<file path="config.mk">
export PLATFORM = sky130hd
export DESIGN_NAME = mem_bus_arbiter
export DESIGN_NICKNAME = d
export VERILOG_FILES = /design/src/rtl/mem_bus_arbiter.sv
export SDC_FILE = /design/constraint.sdc
export NUM_CORES = 1
export LEC_CHECK = 0
export ABC_CLOCK_PERIOD_IN_PS = 2300
export CAP_MARGIN = 30
export CORE_ASPECT_RATIO = 1.1
export CORE_MARGIN = 2
export CORE_UTILIZATION = 25
export CTS_BUF_LIST = sky130_fd_sc_hd__clkbuf_8
export DETAILED_ROUTE_END_ITERATION = 16
export SLEW_MARGIN = 20
export SYNTH_ARGS = -nofsm -noshare
export SYNTH_HDL_FRONTEND = slang
export SYNTH_SLANG_ARGS = --single-unit
</file>
<file path="constraint.sdc">
create_clock -name clk -period 2.3 [get_ports clk]
set_clock_uncertainty 0.15 [all_clocks]
set_input_delay 0.23 -clock clk [delete_from_list [all_inputs] [get_ports clk]]
set_output_delay 0.23 -clock clk [all_outputs]
set_load 0.03 [all_outputs]
</file>
<file path="src/rtl/mem_bus_arbiter.sv">
// Arbitrates IF fetches and MEM loads/stores onto a single SRAM-like bus bridge,
// one transaction outstanding at a time, with a sticky watchdog flag.
module mem_bus_arbiter #(
  parameter int DATA_PRIORITY = 1,
  parameter int MAX_WAIT      = 255
) (
  input  logic        clk,
  input  logic        rst,
  input  logic        inst_req,
  input  logic [31:0] inst_addr,
  output logic        inst_done,
  output logic [31:0] inst_rdata,
  output logic        inst_stall,
  input  logic        data_req,
  input  logic        data_wr,
  input  logic [3:0]  data_wstrb,
  input  logic [31:0] data_addr,
  input  logic [31:0] data_wdata,
  output logic        data_done,
  output logic [31:0] data_rdata,
  output logic        data_stall,
  output logic        bus_req,
  output logic        bus_wr,
  output logic [1:0]  bus_size,
  output logic [31:0] bus_addr,
  output logic [3:0]  bus_wstrb,
  output logic [31:0] bus_wdata,
  input  logic        bus_addr_ok,
  input  logic        bus_data_ok,
  input  logic [31:0] bus_rdata,
  output logic        bus_timeout
);

  localparam logic [1:0] IDLE = 2'd0;
  localparam logic [1:0] ADDR = 2'd1;
  localparam logic [1:0] DATA = 2'd2;
  localparam logic [1:0] DONE = 2'd3;

  localparam logic [7:0] WAIT_LIMIT = 8'(MAX_WAIT);

  logic [1:0] state;
  logic       owner_data;
  logic       last_data;
  logic [7:0] wait_cnt;
  logic       grant_data;
  logic       complete;
  logic [1:0] st_size;
  logic [1:0] st_off;

  assign inst_stall = inst_req & ~inst_done;
  assign data_stall = data_req & ~data_done;

  always_comb begin
    grant_data = 1'b0;
    if (data_req && !inst_req)
      grant_data = 1'b1;
    else if (data_req && inst_req)
      grant_data = (DATA_PRIORITY != 0) || !last_data;
  end

  // Store byte select -> transfer size and byte offset within the word
  always_comb begin
    st_size = 2'd2;
    st_off  = 2'd0;
    case (data_wstrb)
      4'b0001: begin st_size = 2'd0; st_off = 2'd0; end
      4'b0010: begin st_size = 2'd0; st_off = 2'd1; end
      4'b0100: begin st_size = 2'd0; st_off = 2'd2; end
      4'b1000: begin st_size = 2'd0; st_off = 2'd3; end
      4'b0011: begin st_size = 2'd1; st_off = 2'd0; end
      4'b1100: begin st_size = 2'd1; st_off = 2'd2; end
      default: begin st_size = 2'd2; st_off = 2'd0; end
    endcase
  end

  assign complete = ((state == ADDR) && bus_addr_ok && bus_data_ok) ||
                    ((state == DATA) && bus_data_ok);

  always_ff @(posedge clk) begin
    if (rst) begin
      state       <= IDLE;
      owner_data  <= 1'b0;
      last_data   <= 1'b0;
      wait_cnt    <= '0;
      bus_req     <= 1'b0;
      bus_wr      <= 1'b0;
      bus_size    <= '0;
      bus_addr    <= '0;
      bus_wstrb   <= '0;
      bus_wdata   <= '0;
      inst_done   <= 1'b0;
      data_done   <= 1'b0;
      inst_rdata  <= '0;
      data_rdata  <= '0;
      bus_timeout <= 1'b0;
    end else begin
      case (state)
        IDLE: begin
          wait_cnt <= '0;
          if (inst_req || data_req) begin
            state      <= ADDR;
            bus_req    <= 1'b1;
            owner_data <= grant_data;
            last_data  <= grant_data;
            if (grant_data) begin
              bus_wr    <= data_wr;
              bus_wdata <= data_wdata;
              if (data_wr) begin
                bus_size  <= st_size;
                bus_addr  <= {data_addr[31:2], st_off};
                bus_wstrb <= data_wstrb;
              end else begin
                bus_size  <= 2'd2;
                bus_addr  <= data_addr;
                bus_wstrb <= '0;
              end
            end else begin
              bus_wr    <= 1'b0;
              bus_wdata <= '0;
              bus_size  <= 2'd2;
              bus_addr  <= inst_addr;
              bus_wstrb <= '0;
            end
          end
        end
        ADDR: begin
          if (bus_addr_ok) begin
            bus_req <= 1'b0;
            if (!bus_data_ok)
              state <= DATA;
          end
        end
        DATA: ;
        DONE: begin
          inst_done <= 1'b0;
          data_done <= 1'b0;
          state     <= IDLE;
        end
        default: state <= IDLE;
      endcase

      // Done is raised on entry to DONE so it is high for exactly that cycle
      if (complete) begin
        state <= DONE;
        if (owner_data) begin
          data_done <= 1'b1;
          if (!bus_wr)
            data_rdata <= bus_rdata;
        end else begin
          inst_done  <= 1'b1;
          inst_rdata <= bus_rdata;
        end
      end

      if ((state == ADDR) || (state == DATA)) begin
        if (wait_cnt != '1)
          wait_cnt <= wait_cnt + 8'd1;
        if (wait_cnt == WAIT_LIMIT)
          bus_timeout <= 1'b1;
      end
    end
  end

endmodule

</file>
==> metrics.yaml <==
crit_type: "flip-flop to flip-flop"
synthFlopType: "dfxtp_1"
max_freq_mhz: 478
final_core_util: 0.403
gr-usage-met3: 0.0651
grt-busiest-layer: "met2"
design_area_sq_um: 9420
pwr-share-seq: 0.366
port_buffers: 279
ctsResizeCount: 0
clkPwrFrac: 0.249
routed_wl_mm: 18.4
layout.nets: 1094
vias_per_cell: 4.46
rows: 59
grt_antenna_before_repair: 0
synth_enable_flop_cells: 0
drtIter0Drc: 232
cp.required_ns: 2.53
p_sw_uw: 3400
fill_cells: 2382
tns_ns: 0
placed_area_sq_um: 8990
clock_latency_ns: 0.44
diodes: 0
setup_slack_ns: 0.208
use_met1: 0.167
grt_usage: 0.145
status: "finished, final reports clean"
io_pins: 280
cts.sinks: 150
crit_path_start_kind: "flip-flop"
gp_congestion: 0.738
post-route-min-period_ns: 2.09
yosys.area.top_type_share: 0.508
initial_core_util: 0.252
htreeDepth: 4
route.vias.total: 5657
synthArstFlopShare: 0
netlist_top_cells_area: "dfxtp_1 (51%), nand2_1 (11%), a21oi_1 (8.8%), mux2i_1 (5.3%), a211oi_1 (4.1%)"
ff_latch_area_sq_um: 3000
ant_nets: 0
cts-hold-fix-buffers: 0
fp.dieW_microns: 151
grt_start_max_net_pins: 84
arrival_ns: 2.32
ir_worst_vdd_mv: 0.419
drt-wirelength-per-cell_microns: 14.5
core_sq_um: 23400
drc_errors: 0
ys_ff_latch: 150
cts_buffer_depth: 2
final.period_utilization: 0.910
grt_first_pass_wirelength_mm: 28.4
numCtsBuffers: 17
worstMarginPinSlew_ns: 0.499
rsz0062_at_grt: "false"
netlist_top_cells_count: "nand2_1 (167), dfxtp_1 (150), a21oi_1 (104), nor2_1 (45), nand3_1 (36)"
ys_seq_area_frac: 0.508
cts_tree: "done"
syn_inst: 695
grt_pass1_vias: 5427
chipHeight_microns: 165
critPathMaxFanout: 33
root_buffer: "clkbuf_8"
finalHoldViolCount: 0
multiInputGateArea_sq_um: 2650
post_cts_buffers: 0
power.leakage_uw: 0.00341
cap_viol_max_count: 0
yosys.area.top_type: "dfxtp_1"
comb_power_share: 0.385
drive_gt1_frac: 0.0582
clk_pin_slew_ns: 0.10
yosys.cell_types.count: 46
power.density_nw_per_um2: 939
slew_violations: 0
setup_viol: 0
pre_cts_ws_ns: 0.230
syn_area_sq_um: 5910
internal_power_uw: 5450
max-slew-margin-rel: 0.665
use_met2: 0.245
yosysWarnings: 0
sw_frac_of_total: 0.384
place_hpwl_mm: 13.1
first_pass_iters: 4
yosysMostFrequentCell: "nand2_1"
area_growth_pct: 59.5
syn_avg_cell_area_sq_um: 8.50
grt-ovfl-total: 0
hold_class: "input pin to flip-flop"
syn_nets: 839
dieArea_sq_um: 24900
end_kind: "flip-flop"
final timing paths:
path / startpoint / slack, ns / cells past startpoint / to
setup / recovery: state[1] / 0.21 / 7 / inst_rdata[6]
hold / removal: rst / 0.03 / 2 / bus_req
setup reg to reg: state[1] / 0.21 / 7 / inst_rdata[6]
hold reg to reg: bus_wdata[29] / 0.30 / 2 / bus_wdata[29]
cell type report:
class | instances | share of cell area
inverter | 4 | 0.00159
clock buffer | 18 | 0.0263
sequential | 150 | 0.319
timing repair buffer | 291 | 0.313
multi-input combinational | 486 | 0.281
clock inverter | 14 | 0.0193
tap | 305 | 0.0405
metrics by stage:
step	total power, uW	instances	hold WS, ns
6_report	8850	1268	0.0302
5_1_grt	9410	1268	0.0277
4_1_cts	9000	1268	0.00721
3_5_place_dp	6740	1236	0.294
3_3_place_gp	6730	1236	0.287
2_1_floorplan	5310	695	0.216
routing by layer:
layer / vias to the layer above / share of wire
met2: 222 / 0.47
met4: 0 / 0.015
li1: 2876 / -
met1: 2541 / 0.41
met3: 18 / 0.10
met5: - / 0
cells by family after synthesis:
logic type	after synthesis	synth area share
DFF	150	0.508
xor gates and xnor gates	5	0.00741
adders and majority gates	5	0.0106
buffers and inverters	59	0.0498
and+or+nand+nor	284	0.209
muxes	32	0.0544
AOI/OAI and AO/OA	160	0.160
sequential cells by signal, indices dropped and copies added (netlist names), 2 cells and up:
name and cells:
bus_addr 32, bus_size 2, bus_wdata 32, bus_wstrb 4
data_rdata 32, inst_rdata 32, state 2, wait_cnt 8
critical path, stage by stage, from the launching register on:
cell and delay (ns):
dfxtp_1 0.37, inv_1 0.08, ha_1 0.26, a21oi_2 0.38, or3b_1 0.17, buf_4 0.34
nand2_1 0.11, a21oi_1 0.15
cell usage in the layout (no fill, tap or decap), drive strengths merged, types with 2 or more instances in the layout:
cell type	instances
nor3b	3
clkbuf	18
clkdlybuf4s50	276
mux2i	31
nand2	167
o21ai	4
nor2	46
xor2	4
clkinv	3
inv	12
nand3b	2
a211oi	32
a21o	2
ha	5
bufinv	2
a21oi	106
a311o	2
nor3	3
and3	8
buf	15
nand2b	8
nor2b	4
nand3	36
dfxtp	150
a31oi	2
a22oi	4
a211o	2
power groups by stage:
stage	clock [uW]	sequential, uW	combinational (uW)
6_report	2200	3240	3410
3_3_place_gp	0	3280	3450
3_5_place_dp	0	3300	3440
4_1_cts	2290	3240	3460
5_1_grt	2430	3290	3700
2_1_floorplan	0	4010	1300
Power figures use the tool's default switching activity.
